**config.mk**
```make
export PLATFORM = sky130hd
export DESIGN_NAME = charbuf_write_ctrl_flat
export DESIGN_NICKNAME = d
export VERILOG_FILES = /design/src/rtl/charbuf_write_ctrl_pkg.sv /design/src/rtl/charbuf_write_ctrl_if.sv /design/src/rtl/charbuf_write_ctrl_sync_fifo.sv /design/src/rtl/charbuf_write_ctrl.sv /design/src/flat_wrapper.sv
export SDC_FILE = /design/constraint.sdc
export NUM_CORES = 1
export LEC_CHECK = 0
export BUFFER_PORTS_ARGS = -buffer_cell sky130_fd_sc_hd__buf_2
export CAP_MARGIN = 10
export CELL_PAD_IN_SITES_DETAIL_PLACEMENT = 0
export CELL_PAD_IN_SITES_GLOBAL_PLACEMENT = 2
export CORE_AREA = 8 8 152 154
export CTS_CLUSTER_DIAMETER = 60
export DETAILED_ROUTE_END_ITERATION = 10
export DIE_AREA = 0 0 160 162
export PLACE_DENSITY_LB_ADDON = 0.1
export SETUP_SLACK_MARGIN = 0.1
export SYNTH_ARGS = -nofsm -noshare
export SYNTH_HDL_FRONTEND = slang
export SYNTH_SLANG_ARGS = --single-unit
```
**constraint.sdc**
```tcl
create_clock -name clk -period 2.2 [get_ports clk]
set_input_delay 0.11 -clock clk [delete_from_list [all_inputs] [get_ports clk]]
set_output_delay 0.11 -clock clk [all_outputs]
set_load 0.02 [all_outputs]
```
**src/rtl/charbuf_write_ctrl_pkg.sv**
```systemverilog
// Shared definitions for the character-buffer write controller: register map,
// status bit positions and fill-engine state type.
package charbuf_write_ctrl_pkg;

  localparam logic [7:0] REG_ADR      = 8'h00;
  localparam logic [7:0] REG_DATA     = 8'h02;
  localparam logic [7:0] REG_DATA_INC = 8'h03;
  localparam logic [7:0] REG_FILL_LEN = 8'h04;
  localparam logic [7:0] REG_FILL_GO  = 8'h05;
  localparam logic [7:0] REG_CLR_ERR  = 8'h06;

  localparam int ST_BUSY      = 0;
  localparam int ST_FULL      = 1;
  localparam int ST_EMPTY     = 2;
  localparam int ST_OVERFLOW  = 3;
  localparam int ST_LEVEL_LSB = 8;

  typedef enum logic {
    FILL_IDLE = 1'b0,
    FILL_RUN  = 1'b1
  } fill_state_t;

  function automatic logic [15:0] pack_status(input logic busy, input logic full,
                                              input logic empty, input logic overflow,
                                              input logic [7:0] level);
    logic [15:0] s;
    s = '0;
    s[ST_BUSY]     = busy;
    s[ST_FULL]     = full;
    s[ST_EMPTY]    = empty;
    s[ST_OVERFLOW] = overflow;
    s[ST_LEVEL_LSB +: 8] = level;
    return s;
  endfunction

endpackage

```
**src/rtl/charbuf_write_ctrl_if.sv**
```systemverilog
// Host register-write bus as presented by clocked_bus_slave.
interface charbuf_write_ctrl_if;
  logic        do_write;
  logic [7:0]  w_adr;
  logic [15:0] w_data;

  modport master (output do_write, output w_adr, output w_data);
  modport slave  (input  do_write, input  w_adr, input  w_data);
endinterface

```
**src/rtl/charbuf_write_ctrl_sync_fifo.sv**
```systemverilog
// Single-clock FIFO with registered full/empty flags and an occupancy count.
// Pushes while full and pops while empty are ignored.
module sync_fifo #(
  parameter int WIDTH = 8,
  parameter int AW    = 2
) (
  input  logic             clk,
  input  logic             nrst,
  input  logic             push,
  input  logic             pop,
  input  logic [WIDTH-1:0] wdata,
  output logic [WIDTH-1:0] rdata,
  output logic             full,
  output logic             empty,
  output logic [AW:0]      level
);

  localparam int DEPTH = 1 << AW;

  logic [WIDTH-1:0] mem [DEPTH];
  logic [AW-1:0]    wptr;
  logic [AW-1:0]    rptr;
  logic [AW:0]      level_nxt;
  logic             do_push;
  logic             do_pop;

  assign do_push = push && !full;
  assign do_pop  = pop && !empty;
  assign rdata   = mem[rptr];

  always_comb begin
    level_nxt = level;
    if (do_push && !do_pop)
      level_nxt = level + 1'b1;
    else if (do_pop && !do_push)
      level_nxt = level - 1'b1;
  end

  always_ff @(posedge clk or negedge nrst) begin
    if (!nrst) begin
      wptr  <= '0;
      rptr  <= '0;
      level <= '0;
      full  <= 1'b0;
      empty <= 1'b1;
    end else begin
      if (do_push) wptr <= wptr + 1'b1;
      if (do_pop)  rptr <= rptr + 1'b1;
      level <= level_nxt;
      full  <= (level_nxt == (AW+1)'(DEPTH));
      empty <= (level_nxt == '0);
    end
  end

  // Storage needs no reset; the pointers define which entries are valid.
  always_ff @(posedge clk) begin
    if (do_push) mem[wptr] <= wdata;
  end

endmodule

```
**src/rtl/charbuf_write_ctrl.sv**
```systemverilog
// Owns the char_buf write port: host cell writes are queued in a small FIFO and
// always win over the hardware fill engine, which uses the port on idle cycles.
module charbuf_write_ctrl
  import charbuf_write_ctrl_pkg::*;
#(
  parameter int ADRW    = 14,
  parameter int DATW    = 8,
  parameter int FIFO_AW = 2
) (
  input  logic                 clk,
  input  logic                 nrst,
  charbuf_write_ctrl_if.slave  bus,
  output logic [15:0]          status,
  output logic                 chbuf_we,
  output logic [ADRW-1:0]      chbuf_adr,
  output logic [DATW-1:0]      chbuf_data
);

  localparam logic [ADRW:0] MAX_LEN = {1'b1, {ADRW{1'b0}}};

  fill_state_t          state, state_nxt;
  logic [ADRW-1:0]      hp;
  logic [ADRW:0]        fill_len;
  logic [ADRW:0]        remaining;
  logic [ADRW-1:0]      fill_adr;
  logic [DATW-1:0]      fill_char;
  logic                 overflow;
  logic [ADRW:0]        len_sat;

  logic wr_adr, wr_data, wr_data_inc, wr_len, wr_go, wr_clr;
  logic push, fill_issue, fill_go_ok;

  logic [ADRW+DATW-1:0] fifo_rdata;
  logic                 fifo_full, fifo_empty;
  logic [FIFO_AW:0]     fifo_level;

  assign wr_adr      = bus.do_write && (bus.w_adr == REG_ADR);
  assign wr_data     = bus.do_write && (bus.w_adr == REG_DATA);
  assign wr_data_inc = bus.do_write && (bus.w_adr == REG_DATA_INC);
  assign wr_len      = bus.do_write && (bus.w_adr == REG_FILL_LEN);
  assign wr_go       = bus.do_write && (bus.w_adr == REG_FILL_GO);
  assign wr_clr      = bus.do_write && (bus.w_adr == REG_CLR_ERR);

  assign push       = wr_data || wr_data_inc;
  assign fill_issue = fifo_empty && (state == FILL_RUN);
  assign fill_go_ok = wr_go && (state == FILL_IDLE) && (fill_len != '0);
  assign len_sat    = (bus.w_data > 16'(MAX_LEN)) ? MAX_LEN : bus.w_data[ADRW:0];

  sync_fifo #(.WIDTH(ADRW+DATW), .AW(FIFO_AW)) u_fifo (
    .clk   (clk),
    .nrst  (nrst),
    .push  (push),
    .pop   (!fifo_empty),
    .wdata ({hp, bus.w_data[DATW-1:0]}),
    .rdata (fifo_rdata),
    .full  (fifo_full),
    .empty (fifo_empty),
    .level (fifo_level)
  );

  always_ff @(posedge clk or negedge nrst) begin
    if (!nrst) state <= FILL_IDLE;
    else       state <= state_nxt;
  end

  // The fill ends on the cycle its last cell goes out, so a go strobe in that
  // same cycle still sees FILL_RUN and is rejected.
  always_comb begin
    state_nxt = state;
    case (state)
      FILL_IDLE: if (fill_go_ok) state_nxt = FILL_RUN;
      FILL_RUN:  if (fill_issue && (remaining == (ADRW+1)'(1))) state_nxt = FILL_IDLE;
      default:   state_nxt = FILL_IDLE;
    endcase
  end

  always_ff @(posedge clk or negedge nrst) begin
    if (!nrst) begin
      hp         <= '0;
      fill_len   <= '0;
      remaining  <= '0;
      fill_adr   <= '0;
      fill_char  <= '0;
      overflow   <= 1'b0;
      chbuf_we   <= 1'b0;
      chbuf_adr  <= '0;
      chbuf_data <= '0;
    end else begin
      if (wr_adr)           hp <= bus.w_data[ADRW-1:0];
      else if (wr_data_inc) hp <= hp + 1'b1;

      if (wr_len) fill_len <= len_sat;

      if (fill_go_ok) begin
        fill_adr  <= hp;
        fill_char <= bus.w_data[DATW-1:0];
        remaining <= fill_len;
      end else if (fill_issue) begin
        fill_adr  <= fill_adr + 1'b1;
        remaining <= remaining - 1'b1;
      end

      if (wr_clr)
        overflow <= 1'b0;
      else if ((push && fifo_full) || (wr_go && (state == FILL_RUN)))
        overflow <= 1'b1;

      if (!fifo_empty) begin
        chbuf_we                <= 1'b1;
        {chbuf_adr, chbuf_data} <= fifo_rdata;
      end else if (fill_issue) begin
        chbuf_we   <= 1'b1;
        chbuf_adr  <= fill_adr;
        chbuf_data <= fill_char;
      end else begin
        chbuf_we   <= 1'b0;
      end
    end
  end

  assign status = pack_status(state == FILL_RUN, fifo_full, fifo_empty, overflow,
                              8'(fifo_level));

endmodule

```
**src/flat_wrapper.sv**
```systemverilog
// flat-port wrapper written by rule: the top's interface ports become plain ports
module charbuf_write_ctrl_flat import charbuf_write_ctrl_pkg::*;
#(
  parameter int ADRW    = 14,
  parameter int DATW    = 8,
  parameter int FIFO_AW = 2
)
  (clk, nrst, status, chbuf_we, chbuf_adr, chbuf_data, bus_do_write, bus_w_adr, bus_w_data);
  charbuf_write_ctrl_if bus_i ();
  input  logic clk;
  input  logic nrst;
  output logic [15:0] status;
  output logic chbuf_we;
  output logic [ADRW-1:0] chbuf_adr;
  output logic [DATW-1:0] chbuf_data;
  input wire logic [$bits(bus_i.do_write)-1:0] bus_do_write;
  input wire logic [$bits(bus_i.w_adr)-1:0] bus_w_adr;
  input wire logic [$bits(bus_i.w_data)-1:0] bus_w_data;
  assign bus_i.do_write = bus_do_write;
  assign bus_i.w_adr = bus_w_adr;
  assign bus_i.w_data = bus_w_data;
  charbuf_write_ctrl #(.ADRW(ADRW), .DATW(DATW), .FIFO_AW(FIFO_AW)) u_core (.clk(clk), .nrst(nrst), .bus(bus_i), .status(status), .chbuf_we(chbuf_we), .chbuf_adr(chbuf_adr), .chbuf_data(chbuf_data));
endmodule
```
==> results.py <==
metrics = {
    "floorplanning": {
        "initial_core_util_pct": 40.3,
        "io_pins": 66,
        "fp.dieW_microns": 160,
        "row_count": 53,
        "die_y_microns": 162,
        "die_area_sq_um": 25900,
        "core_sq_um": 20700,
    },
    "job": {
        "drv_cap": 0,
    },
    "global_routing": {
        "grt_max_degree": 72,
        "grt_pass1_wl_microns": 34200,
        "antenna_found_initial": 0,
        "grt-ovfl-total": 0,
        "grt_usage_pct": 17.2,
        "grt_pass1_vias": 5863,
    },
    "pwr": {
        "cellPowerDensity_nw_per_um2": 1030,
        "power.share.switching_pct": 32.0,
        "irDropWorstVdd_v": 0.000467,
        "p_comb_share_pct": 24.8,
        "p_switching_mw": 3.23,
        "power.internal_mw": 6.87,
        "seqPwrFrac_pct": 44.0,
        "clockPowerShare_pct": 31.2,
        "p_leak_nw": 4.01,
    },
    "sta": {
        "final.period_utilization_pct": 90.5,
        "fin_setup_tns_ns": 0,
        "max_freq_ghz": 0.503,
        "hold_viol": 0,
        "rsz0062_at_grt": "true",
        "finalSetupViolCount": 0,
        "min_period_ns": 1.99,
        "skew_ns": 0.00885,
        "maxSlewViolCount": 0,
    },
    "detailed_routing": {
        "wl_per_cell_microns": 20.9,
        "vias": 5587,
        "route.detailed.drc": 0,
        "drt_wl_total_microns": 21600,
        "drt_pass1_iterations": 5,
        "viasPerCell": 5.42,
        "ant_nets": 0,
        "drtIter0Drc": 356,
    },
    "synthesis": {
        "yosysSeqAreaShare_pct": 61.8,
        "synthCells": 661,
        "synth_edf_count": 88,
        "ys_types": 56,
        "synthArstFlopShare_pct": 53.2,
        "yosys_warnings": 0,
        "ys_seq_elements": 188,
        "syn_avg_cell_area_sq_um": 12.6,
        "ys.flop_type": "dfrtp_1",
        "synth_area_sq_um": 8330,
    },
    "final_layout": {
        "antenna_cells": 0,
        "drive_above_1_share_pct": 20.4,
        "area_growth_pct": 17.7,
        "n_fill_cell": 1893,
        "fin_util_pct": 47.4,
        "fin_nets": 779,
        "postLayoutCellArea_sq_um": 9800,
    },
    "worst_setup_path": {
        "crit_required_ns": 2.51,
        "r2r-end": "u_core.state",
        "critical_path_class": "flip-flop to flip-flop",
        "slowest_stage": "or4_1",
        "start_kind": "flip-flop",
        "r2r_setup_slack_ns": 0.21,
        "arrival_ns": 2.30,
        "crit_fanout": 5,
        "r2r_cells": 4,
        "end_kind": "flip-flop",
        "path_cells": "or4_1 > or4_4 > o41ai_1 > nand2_1",
        "r2r_start": "u_core.remaining[9]",
        "critPathMaxStageDelay_ns": 0.59,
    },
    "min_path": {
        "min_path_cells": 3,
        "min_to": "u_core.fill_char[1]",
        "hold_path_class": "input pin to flip-flop",
        "min_from": "bus_w_data[1]",
    },
    "cts": {
        "cts-root-buf": "clkbuf_16",
        "clock_sinks": 188,
        "clk_pin_slew_ns": 0.07,
        "htree_levels": 4,
        "cts_buffers": 17,
        "cts_tree": "built",
        "cts.path.max_buffers": 2,
        "clk_latency_ns": 0.43,
    },
    "placed_design": {
        "place_congestion": 0.787,
        "dp_hpwl_microns": 14800,
        "post_dp_cell_area_sq_um": 9070,
        "io_buffer_count": 56,
    },
    "outcome": {
        "status": "finished clean",
    },
}
[routing by layer]
| layer | share of wire [%] | vias to the layer above | track usage, % |
|---|---|---|---|
| met5 | 0 | - | 0 |
| met4 | 1.5 | 0 | 5.14 |
| met3 | 4.0 | 22 | 3.62 |
| met2 | 49 | 122 | 28.3 |
| met1 | 46 | 2849 | 22.5 |
| li1 | - | 2594 | - |
[worst max path at each step]
stage	start	end	slack, ns
6_report	u_core.remaining[9]	u_core.state	0.21
5_1_grt	u_core.fill_len[5]	u_core.fill_adr[4]	0.08
4_1_cts	u_core.remaining[8]	u_core.remaining[14]	0.10
3_5_place_dp	u_core.remaining[9]	u_core.remaining[14]	0.11
3_3_place_gp	bus_w_adr[3]	u_core.u_fifo.empty	0.16
2_1_floorplan	u_core.remaining[8]	u_core.remaining[14]	0.27
[cells by family after synthesis]
group / count (synthesis) / share of synthesized area, %
simple gates: 226 / 13.4
buf+inv: 54 / 3.37
mux: 45 / 8.71
flops: 188 / 61.8
compound gates: 116 / 8.92
other cells: 1 / 0.0450
fa+ha+maj: 10 / 1.50
xor+xnor: 21 / 2.21
[power groups by stage]
stage               Sequential, mW  Combinational, mW  Clock [mW]
finish                        4.45               2.50        3.16
global route                  4.51               2.77        3.35
CTS                           4.45               2.56        3.23
detailed placement            4.52               2.54           0
global placement              4.50               2.53           0
floorplan                     4.70               1.43           0
[flip-flops by register name (all words and copies together) (netlist names)]
register             count
u_core.u_fifo.mem       88
u_core.fill_len         15
u_core.remaining        15
u_core.chbuf_adr        14
u_core.fill_adr         14
u_core.hp               14
u_core.chbuf_data        8
u_core.fill_char         8
u_core.u_fifo.level      3
u_core.u_fifo.rptr       2
u_core.u_fifo.wptr       2
u_core.chbuf_we          1
u_core.overflow          1
u_core.state             1
u_core.u_fifo.empty      1
u_core.u_fifo.full       1
[final cells by class]
class                      count  area [sq um]  area share [%]
clock inverter                12           124            1.26
tap                          275           344            3.51
inverter                      10          37.5           0.383
clock buffer                  20           489            4.99
sequential                   188          5150            52.5
multi-input combinational    427          2940            30.0
timing repair buffer          98           717            7.32
[through the flow]
stage	setup slack [ns]	power (mW)	hold WS (ns)	std cells
after floorplan	0.267	6.13	-0.186	669
after global placement	0.164	7.03	0.0724	987
after detailed placement	0.111	7.06	0.0753	987
after CTS	0.100	10.2	0.000111	1030
final	0.210	10.1	0.00790	1030
after global routing	0.0815	10.6	0.0302	1030
[cell usage after synthesis, types with 2 or more instances]
library cell	count	area, sq um
o21a_1	3	22.5
a221o_1	4	40.0
nand4b_1	3	26.3
nand2_1	83	312
a22oi_1	7	52.6
a211oi_1	2	15.0
inv_1	10	37.5
mux4_2	22	495
and2_1	6	37.5
o21ai_0	33	165
or3_1	4	25.0
or4_1	3	22.5
nor2_1	49	184
clkbuf_1	19	71.3
buf_1	2	7.51
ha_1	10	125
nand4_1	8	50.1
a21oi_1	32	160
buf_2	5	25.0
nand3_1	21	105
dfrtp_1	99	2480
mux2i_1	23	230
nor3b_1	2	15.0
xnor2_1	16	140
o211ai_1	6	45.0
nor3_1	13	65.1
edfxtp_1	88	2640
a22o_1	14	123
xor2_1	5	43.8
nor4_1	12	75.1
nand2b_1	4	25.0
and3_1	7	43.8
a31oi_1	7	43.8
buf_4	17	128
[critical path, delay by kind of cell, from the launching register on]
family | cells | cell delay [ns]
AOI/OAI and AO/OA | 1 | 0.33
and+or+nand+nor | 3 | 1.15
DFF | 1 | 0.40
[cell usage in the layout (no fill, tap or decap), types with 14 or more instances in the layout]
cell type / Yosys / final
a21oi_1: 32 / 32
a22o_1: 14 / 14
buf_2: 5 / 55
buf_4: 17 / 24
clkbuf_16: 0 / 19
dfrtp_1: 99 / 99
edfxtp_1: 88 / 88
mux2i_1: 23 / 23
mux4_2: 22 / 22
nand2_1: 83 / 83
nand3_1: 21 / 21
nor2_1: 49 / 49
o21ai_0: 33 / 33
xnor2_1: 16 / 16
[what timing repair did]
item	4_1_cts	5_1_grt
setup buffers	0	0
endpoints found under the setup margin	0	7
hold buffers	11	0
gates resized for setup	0	4
hold endpoints to repair	41	0
Note: power is estimated with default switching activity, not from simulation.
